--- config.mk ---
export PLATFORM = sky130hd
export DESIGN_NAME = tdm_mux_tx
export DESIGN_NICKNAME = d
export VERILOG_FILES = /design/src/rtl/tdm_mux_tx.sv
export SDC_FILE = /design/constraint.sdc
export NUM_CORES = 1
export LEC_CHECK = 0
export CAP_MARGIN = 20
export CORE_UTILIZATION = 52
export CTS_CLUSTER_SIZE = 16
export DETAILED_ROUTE_END_ITERATION = 8
export PLACE_DENSITY = 0.79
export SYNTH_ARGS = -nofsm -noshare
export SYNTH_HDL_FRONTEND = slang
export SYNTH_SLANG_ARGS = --single-unit
--- constraint.sdc ---
create_clock -name clk -period 2.3 [get_ports clk]
set_clock_uncertainty 0.2 [all_clocks]
set_input_delay 0.575 -clock clk [delete_from_list [all_inputs] [get_ports clk]]
set_output_delay 0.575 -clock clk [all_outputs]
set_load 0.005 [all_outputs]
--- src/rtl/tdm_mux_tx.sv ---
// tdm_mux_tx -- transmit side of the time-division select/data channel.
//
// Once per frame the N_CH parallel channel bits and the channel mask are
// captured. Every enabled channel is then presented in ascending index order
// on the serial line d, with its index on s, for DWELL cycles each. Masked
// channels are skipped without idle cycles. When the start condition still
// holds at the end of a frame, the next frame follows with no gap.
//
// Ports:
//   clk         rising-edge clock
//   rst         synchronous active-high reset, highest priority
//   en          transmit enable, evaluated only at frame boundaries
//   ch_in       parallel channel data, bit i = channel i
//   ch_mask     channel enable mask, bit i = 1 transmits channel i
//   d           serialized data bit of the current slot
//   s           channel index of the current slot
//   valid       high while d/s carry a live slot
//   frame_start one-cycle pulse on the first cycle of each frame
//   frame_cnt   completed-frame counter, wraps 255 -> 0

module tdm_mux_tx #(
  parameter int N_CH  = 4,
  parameter int SEL_W = 2,
  parameter int DWELL = 1
) (
  input  logic             clk,
  input  logic             rst,
  input  logic             en,
  input  logic [N_CH-1:0]  ch_in,
  input  logic [N_CH-1:0]  ch_mask,
  output logic             d,
  output logic [SEL_W-1:0] s,
  output logic             valid,
  output logic             frame_start,
  output logic [7:0]       frame_cnt
);

  typedef enum logic {IDLE, SCAN} state_t;

  state_t            state;
  logic [N_CH-1:0]   snap;
  logic [N_CH-1:0]   mask_l;
  logic [3:0]        dwell_cnt;

  logic              start_ok;
  logic              last_cycle;
  logic [SEL_W-1:0]  first_idx;
  logic [SEL_W-1:0]  next_idx;
  logic              next_found;

  // Lowest set bit of a mask; scanning downward leaves the lowest hit last.
  function automatic logic [SEL_W-1:0] lowest_set(input logic [N_CH-1:0] m);
    logic [SEL_W-1:0] idx;
    idx = '0;
    for (int i = N_CH-1; i >= 0; i--)
      if (m[i]) idx = SEL_W'(i);
    return idx;
  endfunction

  // Lowest set bit strictly above cur; the MSB of the result flags a hit.
  function automatic logic [SEL_W:0] next_set(input logic [N_CH-1:0] m,
                                              input logic [SEL_W-1:0] cur);
    logic [SEL_W:0] r;
    r = '0;
    for (int i = N_CH-1; i >= 0; i--)
      if (m[i] && (i > int'(cur))) r = {1'b1, SEL_W'(i)};
    return r;
  endfunction

  always_comb begin
    start_ok   = en && (ch_mask != '0);
    last_cycle = (dwell_cnt == 4'(DWELL-1));
    first_idx  = lowest_set(ch_mask);
    {next_found, next_idx} = next_set(mask_l, s);
  end

  always_ff @(posedge clk) begin
    if (rst) begin
      state       <= IDLE;
      snap        <= '0;
      mask_l      <= '0;
      dwell_cnt   <= '0;
      d           <= 1'b0;
      s           <= '0;
      valid       <= 1'b0;
      frame_start <= 1'b0;
      frame_cnt   <= '0;
    end else begin
      frame_start <= 1'b0;
      case (state)
        IDLE: begin
          if (start_ok) begin
            snap        <= ch_in;
            mask_l      <= ch_mask;
            s           <= first_idx;
            d           <= ch_in[first_idx];
            valid       <= 1'b1;
            frame_start <= 1'b1;
            dwell_cnt   <= '0;
            state       <= SCAN;
          end else begin
            d     <= 1'b0;
            s     <= '0;
            valid <= 1'b0;
          end
        end
        SCAN: begin
          if (!last_cycle) begin
            dwell_cnt <= dwell_cnt + 4'd1;
          end else begin
            dwell_cnt <= '0;
            if (next_found) begin
              s <= next_idx;
              d <= snap[next_idx];
            end else begin
              // Final slot of the frame just ended: count it, then either
              // roll straight into a new frame or drop back to idle.
              frame_cnt <= frame_cnt + 8'd1;
              if (start_ok) begin
                snap        <= ch_in;
                mask_l      <= ch_mask;
                s           <= first_idx;
                d           <= ch_in[first_idx];
                valid       <= 1'b1;
                frame_start <= 1'b1;
              end else begin
                state <= IDLE;
                d     <= 1'b0;
                s     <= '0;
                valid <= 1'b0;
              end
            end
          end
        end
        default: state <= IDLE;
      endcase
    end
  end

endmodule

==> impl_metrics.env <==
export IMPL_outcome="finished clean"
export IMPL_worstSetupPathType="reg -> out"
export IMPL_startpoint_type="register"
export IMPL_ys_seq_elements=25
export IMPL_core_area_mm2=0.00248
export IMPL_met2_length_mm=1.49
export IMPL_slew_violations=0
export IMPL_worst_pin_slew_ps=458
export IMPL_hold_buffers=0
export IMPL_ff2ff_path_depth=6
export IMPL_io_pins=24
export IMPL_topRoutingLayerUsed="met4"
export IMPL_dieArea_mm2=0.00285
export IMPL_finalWeightedCongestion=0.887
export IMPL_synth_area_mm2=0.00137
export IMPL_hold_viol_final=0
export IMPL_dp_cells=217
export IMPL_path_cells="clkdlybuf4s50_1"
export IMPL_synth_avg_cell_area_um2=8.48
export IMPL_synthTopCellsByArea="dfxtp_1 36%, a21oi_1 7.7%, nor2_1 5.7%, o21ai_0 4.4%, xor2_1 3.2%"
export IMPL_dr_pass1_iters=4
export IMPL_n_antenna_cell=0
export IMPL_ys_seq_area_share_pct=36.4
export IMPL_path_max_fanout=9
export IMPL_post_dp_cell_area_mm2=0.00168
export IMPL_grt_max_degree=14
export IMPL_period_minus_slack_ps=2180
export IMPL_synth_nets=176
export IMPL_clock_sinks=25
export IMPL_fin_nets=206
export IMPL_ir_drop_mv=0.446
export IMPL_period_share_pct=94.7
export IMPL_rrSetupSlack_ps=170
export IMPL_layout_setup_ws_ps=121
export IMPL_yosysTopAreaCellShare_pct=36.4
export IMPL_worstSetupEndpointType="output pin"
export IMPL_met3_length_um=134
export IMPL_tns_ps=0
export IMPL_drc=0
export IMPL_path_clk_slew_ps=130
export IMPL_cts_resized_gates=0
export IMPL_slew_headroom_pct=69.1
export IMPL_cts_htree_levels=1
export IMPL_ys_warn_count=0
export IMPL_hold_end="valid$_SDFFE_PP0P_"
export IMPL_drt_initial_drc_count=42
export IMPL_start_util_pct=55.5
export IMPL_cts_root_buf="clkbuf_4"
export IMPL_stdcell_count=221
export IMPL_min_delay_start="valid$_SDFFE_PP0P_"
export IMPL_slowest_stage="clkdlybuf4s50_1"
export IMPL_area_delta_synth_final_pct=24.0
export IMPL_avgViaCountPerCell=6.02
export IMPL_dieWidth_um=53.4
export IMPL_cts_tree="done"
export IMPL_vias=1330
export IMPL_path_delay_family="buffers and inverters"
export IMPL_grt_pass1_wl_mm=5.16
export IMPL_wl_met1_mm=1.42
export IMPL_antenna_found_initial=0
export IMPL_fp_row_count=18
export IMPL_setup_viol=0
export IMPL_critPathArrivalTime_ps=1400
export IMPL_total_power_w=0.000860
export IMPL_p_leak_nw=0.628
export IMPL_layout_drive_gt1_share_pct=12.6
export IMPL_hp_class="reg -> reg"
export IMPL_max_freq_mhz=459
export IMPL_chipHeight_um=53.4
export IMPL_insertion_delay_ps=310
export IMPL_holdPathStages=2
export IMPL_netlist_instances=162
export IMPL_final_cell_area_mm2=0.00170
export IMPL_post_drt_wl_per_cell_um=14.4
export IMPL_port_buffers=23
export IMPL_grtUsageTotal_pct=25.4
export IMPL_timing_rr_end="s[0]$_SDFFE_PP0P_"
export IMPL_grt_pass1_vias=1218
export IMPL_grt_overflow_total=0
export IMPL_postRouteAntennaNets=0
export IMPL_dp_hpwl_mm=2.43
export IMPL_wl_mm=3.19
export IMPL_numCtsBuffers=3
export IMPL_pre_cts_ws_ps=-23.5
export IMPL_synth_largest_area_cell="dfxtp_1"
export IMPL_maxCapViolCount=0
export IMPL_power_density_mw_per_mm2=505
export IMPL_post_cts_buffers=0
export IMPL_max_stage_delay_ps=560
export IMPL_critPathRequiredTime_ps=1520
export IMPL_grt_setup_unrepaired="no"
export IMPL_regToRegStartpoint="dwell_cnt[0]$_SDFFE_PP0P_"
export IMPL_cp_num_buf_inv=1
export IMPL_clock_path_buffers=2
export IMPL_yosys_cell_types_count=49
## per-stage QoR
| step | hold WS [ps] | utilization [%] |
|---|---|---|
| finish | 279 | 68.7 |
| detailed placement | 269 | 67.7 |
| global route | 312 | 68.7 |
| floorplan | 250 | - |
| global placement | 244 | 67.7 |
| CTS | 287 | 68.7 |
## power by group
part	total [W]	switching (W)	internal [W]
logic	0.000189	0.0000968	0.0000921
registers	0.000476	0.0000235	0.000452
clock network	0.000195	0.000127	0.0000678
total	0.000860	0.000248	0.000612
## layout make-up
class / instances / area, um^2
multi-input cells: 125 / 822
fillers: 212 / 774
flip-flops and latches: 25 / 500
repair buffers: 32 / 298
well taps: 30 / 37.5
clock buffers: 4 / 26.3
inverters: 5 / 18.8
## worst min-delay path, cell delays in order, from the launching register on
cell	delay, ps
dfxtp_1	330
nand2_1	50
a21oi_1	60
## routing by layer
layer | GRT usage (%) | up-vias
met5 | 0 | -
met4 | 17.1 | 0
met3 | 3.45 | 21
met2 | 42.1 | 48
met1 | 29.7 | 614
li1 | - | 647
## synth_stat cells (all sizes together)
master,number
a32oi,1
a31oi,1
o41ai,1
a311o,1
or3,1
a211o,1
nor3b,5
or3b,1
nand4,5
mux2i,1
o21bai,1
nand2b,3
a22oi,1
clkbuf,5
a21oi,21
a21o,1
o21ai,14
buf,2
nand2,4
dfxtp,25
mux2,1
o41a,1
nand3b,1
o2111ai,1
nor2b,3
nor3,4
a221oi,1
o31ai,2
o21ba,1
and2,1
or4,1
xor2,5
nor2,22
nand3,8
nor4,1
or2b,1
ha,3
inv,5
and4,1
and3,4
## cells in the final DEF (no fill, tap or decap), types with 2 or more instances in the layout
cell and n:
inv_1 5, ha_1 3, clkbuf_4 3, a21oi_1 21
nor3b_1 5, nand2_1 4, clkdlybuf4s50_1 23, nor2_1 21
o21ai_0 12, nor2b_1 2, xor2_1 5, dfxtp_1 25
nand3_1 7, and3_1 4, nand2b_1 2, nand4_1 5
nor3_1 4, buf_4 9
## state kept, by name, summed over array words and instances, names as in the netlist
signal / cells
valid: 1
frame_cnt: 8
frame_start: 1
s: 2
dwell_cnt: 4
d: 1
state: 1
mask_l: 3
snap: 4
## logic make-up after synthesis
logic type / after synthesis / share of synthesized area, %
and+or+nand+nor: 66 / 28.0
AOI/OAI and AO/OA: 49 / 24.4
DFF: 25 / 36.4
buffers and inverters: 12 / 3.73
xor gates and xnor gates: 5 / 3.19
adders and majority gates: 3 / 2.73
muxes: 2 / 1.55
## worst max-delay path by stage
stage | from | slack, ps | cells after the start | endpoint
floorplan | ch_mask[1] | 270 | 4 | d$_SDFFE_PP0P_
global placement | ch_mask[2] | 7 | 5 | mask_l[2]$_SDFFE_PP0P_
detailed placement | ch_mask[2] | -20 | 5 | mask_l[2]$_SDFFE_PP0P_
CTS | s[1]$_SDFFE_PP0P_ | 120 | 1 | s[1]
global route | s[1]$_SDFFE_PP0P_ | 40 | 1 | s[1]
finish | s[1]$_SDFFE_PP0P_ | 120 | 1 | s[1]
(Power assumes the default switching activity.)
